## src/rtl/fpu_share_ctrl_pkg.sv

```systemverilog
// Op-select encodings, per-op settle latency and controller state encoding
// shared by the FPU sharing controller and its arbiter.
package fpu_share_ctrl_pkg;

    localparam logic [4:0] FPU_FWD      = 5'b00000;
    localparam logic [4:0] FPU_FADD     = 5'b00001;
    localparam logic [4:0] FPU_FSUB     = 5'b00010;
    localparam logic [4:0] FPU_FMUL     = 5'b00011;
    localparam logic [4:0] FPU_FDIV     = 5'b00100;
    localparam logic [4:0] FPU_FSQRT    = 5'b00101;
    localparam logic [4:0] FPU_FSGNJ    = 5'b00110;
    localparam logic [4:0] FPU_FSGNJN   = 5'b00111;
    localparam logic [4:0] FPU_FSGNJX   = 5'b01000;
    localparam logic [4:0] FPU_FMIN     = 5'b01001;
    localparam logic [4:0] FPU_FMAX     = 5'b01010;
    localparam logic [4:0] FPU_FCVT_W_S = 5'b01011;
    localparam logic [4:0] FPU_FCVT_WU_S = 5'b01100;
    localparam logic [4:0] FPU_FCVT_S_W = 5'b01101;
    localparam logic [4:0] FPU_FMADD    = 5'b01110;
    localparam logic [4:0] FPU_FMSUB    = 5'b01111;
    localparam logic [4:0] FPU_FNMADD   = 5'b10000;
    localparam logic [4:0] FPU_FNMSUB   = 5'b10001;
    localparam logic [4:0] FPU_FEQ      = 5'b10010;
    localparam logic [4:0] FPU_FLT      = 5'b10011;
    localparam logic [4:0] FPU_FCLASS   = 5'b10100;

    typedef enum logic [1:0] {
        IDLE = 2'b00,
        EXEC = 2'b01,
        DONE = 2'b10
    } state_t;

    function automatic logic is_fma(input logic [4:0] sel);
        return (sel >= FPU_FMADD) && (sel <= FPU_FNMSUB);
    endfunction

    // Encodings outside the known set fall through to the base latency.
    function automatic int op_lat(input logic [4:0] sel, input int base_lat,
                                  input int fma_lat, input int div_lat);
        if (sel == FPU_FDIV)
            return div_lat;
        if (is_fma(sel))
            return fma_lat;
        return base_lat;
    endfunction

endpackage

```

## src/rtl/fpu_share_ctrl_rr_arbiter.sv

```systemverilog
// Combinational round-robin arbiter: first set request at or after ptr,
// wrapping from N-1 back to 0.
module rr_arbiter #(
    parameter int N     = 4,
    parameter int IDX_W = 2
) (
    input  logic [N-1:0]     req,
    input  logic [IDX_W-1:0] ptr,
    output logic [N-1:0]     gnt,
    output logic [IDX_W-1:0] idx
);

    logic             found;
    logic [IDX_W-1:0] pos;

    always_comb begin
        gnt   = '0;
        idx   = '0;
        found = 1'b0;
        pos   = '0;
        for (int i = 0; i < N; i++) begin
            pos = IDX_W'((int'(ptr) + i) % N);
            if (!found && req[pos]) begin
                found    = 1'b1;
                gnt[pos] = 1'b1;
                idx      = pos;
            end
        end
    end

endmodule

```

## src/rtl/fpu_share_ctrl.sv

```systemverilog
// Shares one combinational FPU between N_REQ requesters: round-robin accept,
// registered operands, op-dependent settle wait, tagged result return.
module fpu_share_ctrl
    import fpu_share_ctrl_pkg::*;
#(
    parameter int N_REQ    = 4,
    parameter int ID_W     = 2,
    parameter int BASE_LAT = 1,
    parameter int FMA_LAT  = 2,
    parameter int DIV_LAT  = 4
) (
    input  logic                  clk,
    input  logic                  rst,
    input  logic [N_REQ-1:0]      req,
    input  logic [5*N_REQ-1:0]    req_select,
    input  logic [32*N_REQ-1:0]   req_data1,
    input  logic [32*N_REQ-1:0]   req_data2,
    input  logic [32*N_REQ-1:0]   req_data3,
    output logic [N_REQ-1:0]      grant,
    output logic [31:0]           fpu_data1,
    output logic [31:0]           fpu_data2,
    output logic [31:0]           fpu_data3,
    output logic [4:0]            fpu_select,
    input  logic [31:0]           fpu_result,
    output logic                  resp_valid,
    output logic [ID_W-1:0]       resp_id,
    output logic [31:0]           resp_result,
    output logic                  busy
);

    localparam int MAX_LAT = (DIV_LAT > FMA_LAT)
                           ? ((DIV_LAT > BASE_LAT) ? DIV_LAT : BASE_LAT)
                           : ((FMA_LAT > BASE_LAT) ? FMA_LAT : BASE_LAT);
    localparam int CNT_W   = (MAX_LAT > 1) ? $clog2(MAX_LAT) : 1;

    state_t            state;
    logic [ID_W-1:0]   ptr;
    logic [ID_W-1:0]   tag;
    logic [CNT_W-1:0]  cnt;

    logic [N_REQ-1:0]  arb_gnt;
    logic [ID_W-1:0]   arb_idx;

    logic [4:0]        sel_arr [N_REQ];
    logic [31:0]       d1_arr  [N_REQ];
    logic [31:0]       d2_arr  [N_REQ];
    logic [31:0]       d3_arr  [N_REQ];

    logic [4:0]        win_sel;
    logic [CNT_W-1:0]  win_cnt;
    logic [ID_W-1:0]   next_ptr;

    rr_arbiter #(
        .N     (N_REQ),
        .IDX_W (ID_W)
    ) u_arb (
        .req (req),
        .ptr (ptr),
        .gnt (arb_gnt),
        .idx (arb_idx)
    );

    for (genvar g = 0; g < N_REQ; g++) begin : g_unpack
        assign sel_arr[g] = req_select[5*g +: 5];
        assign d1_arr[g]  = req_data1[32*g +: 32];
        assign d2_arr[g]  = req_data2[32*g +: 32];
        assign d3_arr[g]  = req_data3[32*g +: 32];
    end

    // cnt is preloaded with LAT-1 so the result is captured on the LAT-th EXEC edge.
    always_comb begin
        win_sel  = sel_arr[arb_idx];
        win_cnt  = CNT_W'(op_lat(win_sel, BASE_LAT, FMA_LAT, DIV_LAT) - 1);
        next_ptr = (int'(arb_idx) == N_REQ - 1) ? '0 : arb_idx + 1'b1;
    end

    always_ff @(posedge clk or posedge rst) begin
        if (rst) begin
            state       <= IDLE;
            ptr         <= '0;
            tag         <= '0;
            cnt         <= '0;
            grant       <= '0;
            fpu_data1   <= '0;
            fpu_data2   <= '0;
            fpu_data3   <= '0;
            fpu_select  <= '0;
            resp_valid  <= 1'b0;
            resp_id     <= '0;
            resp_result <= '0;
            busy        <= 1'b0;
        end else begin
            case (state)
                IDLE: begin
                    if (|req) begin
                        fpu_data1  <= d1_arr[arb_idx];
                        fpu_data2  <= d2_arr[arb_idx];
                        fpu_data3  <= d3_arr[arb_idx];
                        fpu_select <= win_sel;
                        grant      <= arb_gnt;
                        cnt        <= win_cnt;
                        tag        <= arb_idx;
                        ptr        <= next_ptr;
                        busy       <= 1'b1;
                        state      <= EXEC;
                    end
                end
                EXEC: begin
                    grant <= '0;
                    if (cnt != '0) begin
                        cnt <= cnt - 1'b1;
                    end else begin
                        resp_result <= fpu_result;
                        resp_id     <= tag;
                        resp_valid  <= 1'b1;
                        state       <= DONE;
                    end
                end
                DONE: begin
                    resp_valid <= 1'b0;
                    busy       <= 1'b0;
                    state      <= IDLE;
                end
                default: begin
                    grant      <= '0;
                    resp_valid <= 1'b0;
                    busy       <= 1'b0;
                    state      <= IDLE;
                end
            endcase
        end
    end

endmodule

```

## config.mk

```make
export PLATFORM = sky130hd
export DESIGN_NAME = fpu_share_ctrl
export DESIGN_NICKNAME = d
export VERILOG_FILES = /design/src/rtl/fpu_share_ctrl_pkg.sv /design/src/rtl/fpu_share_ctrl_rr_arbiter.sv /design/src/rtl/fpu_share_ctrl.sv
export SDC_FILE = /design/constraint.sdc
export NUM_CORES = 1
export LEC_CHECK = 0
export ABC_AREA = 0
export CAP_MARGIN = 0
export CORE_AREA = 2 2 225 227
export CTS_BUF_LIST = sky130_fd_sc_hd__clkbuf_4 sky130_fd_sc_hd__clkbuf_8
export CTS_CLUSTER_SIZE = 25
export DETAILED_ROUTE_END_ITERATION = 6
export DIE_AREA = 0 0 227 229
export HOLD_SLACK_MARGIN = 0.12
export PLACE_DENSITY_LB_ADDON = 0.08
export SKIP_LAST_GASP = 1
export SLEW_MARGIN = 20
export SYNTH_ARGS = -nofsm -noshare
export SYNTH_HDL_FRONTEND = slang
export SYNTH_SLANG_ARGS = --single-unit
```

## constraint.sdc

```tcl
create_clock -name clk -period 6.5 [get_ports clk]
set_input_delay 1.625 -clock clk [delete_from_list [all_inputs] [get_ports clk]]
set_output_delay 1.625 -clock clk [all_outputs]
set_load 0.01 [all_outputs]
```

==> reports/results.ini <==
[hold_path]
worstHoldPathType=register to register
worstHoldStart=fpu_data2[2]
min_to=fpu_data2[2]
hold_depth=2

[clock_tree]
numCtsBuffers=17
ctsResizeCount=0
root_buffer=clkbuf_8
post_cts_buffers=0
cts_max_level=4
tritoncts=yes
clk_pin_slew_worst_paths_ns=0.09
clkLatencyLatePin_ns=0.55
ctsHoldBuffers=0
clk_path_buf_depth=2
cts.sinks=149

[power_and_ir_drop]
power_leakage_uw=0.00701
p_per_area_nw_per_um2=476
ir_worst_vdd_v=0.000532

[global_route]
antenna_found_initial=13
grt_pass1_vias=11100
grt_pass1_wl_um=70000
grt_usage_pct=18.3
grt_overflow=0
grt_max_degree=124

[floorplan]
initial_core_util_pct=18.4
core_um2=49700
die_w_um=227
die_area_um2=52000
pin_count=583
die_y_um=229
std_cell_rows=82

[layout]
final_cell_mix=595 x nand2_1, 582 x clkdlybuf4s50_1, 291 x nand3_1
area_growth_pct=74.8
layout_commonest_cell=nand2_1
fin_cells=2511
layout.nets=2268
final_util_pct=32.2
drive_above_1_share_pct=5.08

[timing]
final-setup-viol-count=0
drv_slew=0
tns_ns=0
fin_skew_ns=0.0112
tightest_slew_ns=0.857
fmax_mhz=218
layout_min_cycle_time_ns=4.58
relSlewSlack_pct=42.9
finalHoldViolations=0
fin_crit_sh_pct=70.5
rsz0062_at_grt=false

[critical_path]
max_stage_delay_ns=0.72
crit_path_start_kind=input pin
critPathTopFamily=simple AND/OR/NAND/NOR gates
cp.required_ns=6.99
crit_chain=clkdlybuf4s50_1, and3b_1, o211ai_1, nor4b_2, or2_4, inv_4, a211o_1, a21oi_1, and4_1, o22a_1
worst-path-buf-inv=2
cpMaxStageDelayCell=clkdlybuf4s50_1
rrSetupSlack_ns=2.23
ff2ff_path_depth=11
critical_path_class=input pin to register
end_kind=register
worstPathMaxFanout=39
cp.arrival_ns=5.07
timing.rr.end=cnt[1]
rr_startpoint=ptr[0]

[synth]
yosysTopAreaCell=dfrtp_1
synth_top_area_share_pct=40.7
yosysSeqAreaShare_pct=40.7
synthCells=1299
ys_async_sr_fraction_pct=100
synth.area.top_cells=dfrtp_1 41%, nand2_1 24%, nand3_1 16%, mux2_2 4.6%, clkbuf_1 2.5%
ys_seq_elements=149
netlist_area_um2=9150
synth-edff-count=0
yosysWarningCount=0
synth_cell_types=45
synth_nets=1750
syn_area_per_cell_um2=7.05
synth_ff_type=dfrtp_1

[detailed_routing]
wl_um=47400
vias=10700
remaining_drc_errors=0
detail_route.iter0.violations=454
viasPerCell=4.27
wl_per_cell_um=18.9
dr.pass1.iters=5
antenna_left=0

[placement]
dp_hpwl_um=35100
gp_congestion=0.823
dp_cells=2470
io_buffers=582

[status]
status=finished, final reports clean

[job]
max_cap_violations=0

cells in the mapped netlist (2+ instances only):
cell / number
a211o_1: 2
a21oi_1: 15
a311oi_1: 5
a31oi_1: 4
and2_1: 3
buf_1: 5
buf_2: 27
buf_6: 2
clkbuf_1: 62
dfrtp_1: 149
ha_1: 9
inv_1: 14
inv_2: 2
mux2_1: 2
mux2_2: 37
mux2i_1: 9
nand2_1: 595
nand2b_1: 3
nand3_1: 291
nor2_1: 7
nor2b_1: 9
o211ai_1: 5
o21ai_0: 13
o21ai_1: 5
o22ai_1: 4
sequential cells by signal (all words and copies together), names as in the netlist:
register     count
state            2
resp_id          2
fpu_data1       32
grant            4
ptr              2
fpu_data2       32
fpu_data3       32
busy             1
fpu_select       5
resp_valid       1
resp_result     32
cnt              2
tag              2
through the flow:
stage | hold WS, ns | area, um^2 | setup WS (ns) | power [uW]
2_1_floorplan | 0.446 | 9150 | 0.867 | 4700
3_3_place_gp | 0.458 | 15600 | 1.42 | 7010
3_5_place_dp | 0.461 | 15600 | 1.31 | 7040
4_1_cts | 0.485 | 16000 | 1.94 | 7840
5_1_grt | 0.501 | 16000 | 1.71 | 8410
6_report | 0.479 | 16000 | 1.92 | 7610
cell type report:
| cell class | instances | area [um^2] |
|---|---|---|
| fillers | 5447 | 33700 |
| repair buffers | 595 | 5990 |
| multi-input cells | 1038 | 4980 |
| flip-flops and latches | 149 | 3730 |
| well taps | 672 | 841 |
| clock buffers | 17 | 234 |
| clock inverters | 15 | 133 |
| inverters | 16 | 72.6 |
| diodes | 9 | 22.5 |
how the worst max path moves through the flow:
stage                     slack, ns    from  cells after the start      to
final                          1.92  req[3]                     10  cnt[1]
after global routing           1.71  req[3]                     10  cnt[1]
after CTS                      1.94  req[3]                     10  cnt[1]
after floorplan                0.87     rst                      1    busy
after detailed placement       1.31  req[3]                     10  cnt[1]
after global placement         1.42  req[3]                     10  cnt[1]
per-layer routing:
layer | GRT usage, % | wire length, um | up-vias | share of wire, %
met1 | 20.3 | 18600 | 4981 | 39
met3 | 7.50 | 4200 | 52 | 8.8
met4 | 5.78 | 929 | 10 | 2.0
li1 | - | - | 5319 | -
met5 | 0 | 61 | - | 0.13
met2 | 31.6 | 23700 | 364 | 50
power breakdown:
group | total [uW] | internal, uW | leakage [uW] | switching (uW)
clock network | 739 | 280 | 0.000195 | 459
logic | 5180 | 2130 | 0.00501 | 3050
registers | 1690 | 1420 | 0.00180 | 276
total | 7610 | 3830 | 0.00701 | 3780
logic make-up (layout without fill, tap and decap cells):
| family | Yosys count | after routing | synth area share [%] |
|---|---|---|---|
| compound gates | 62 | 62 | 4.50 |
| flops | 149 | 149 | 40.7 |
| fa+ha+maj | 9 | 9 | 1.23 |
| mux | 48 | 48 | 5.78 |
| buf+inv | 112 | 643 | 5.13 |
| other cells | 0 | 9 | 0 |
| simple gates | 919 | 919 | 42.6 |
tightest hold or removal path: cells and delay by family, from the launching register on:
family           cells  cell delay (ns)
and+or+nand+nor      2             0.10
DFF                  1             0.35
Power figures use the tool's default switching activity.
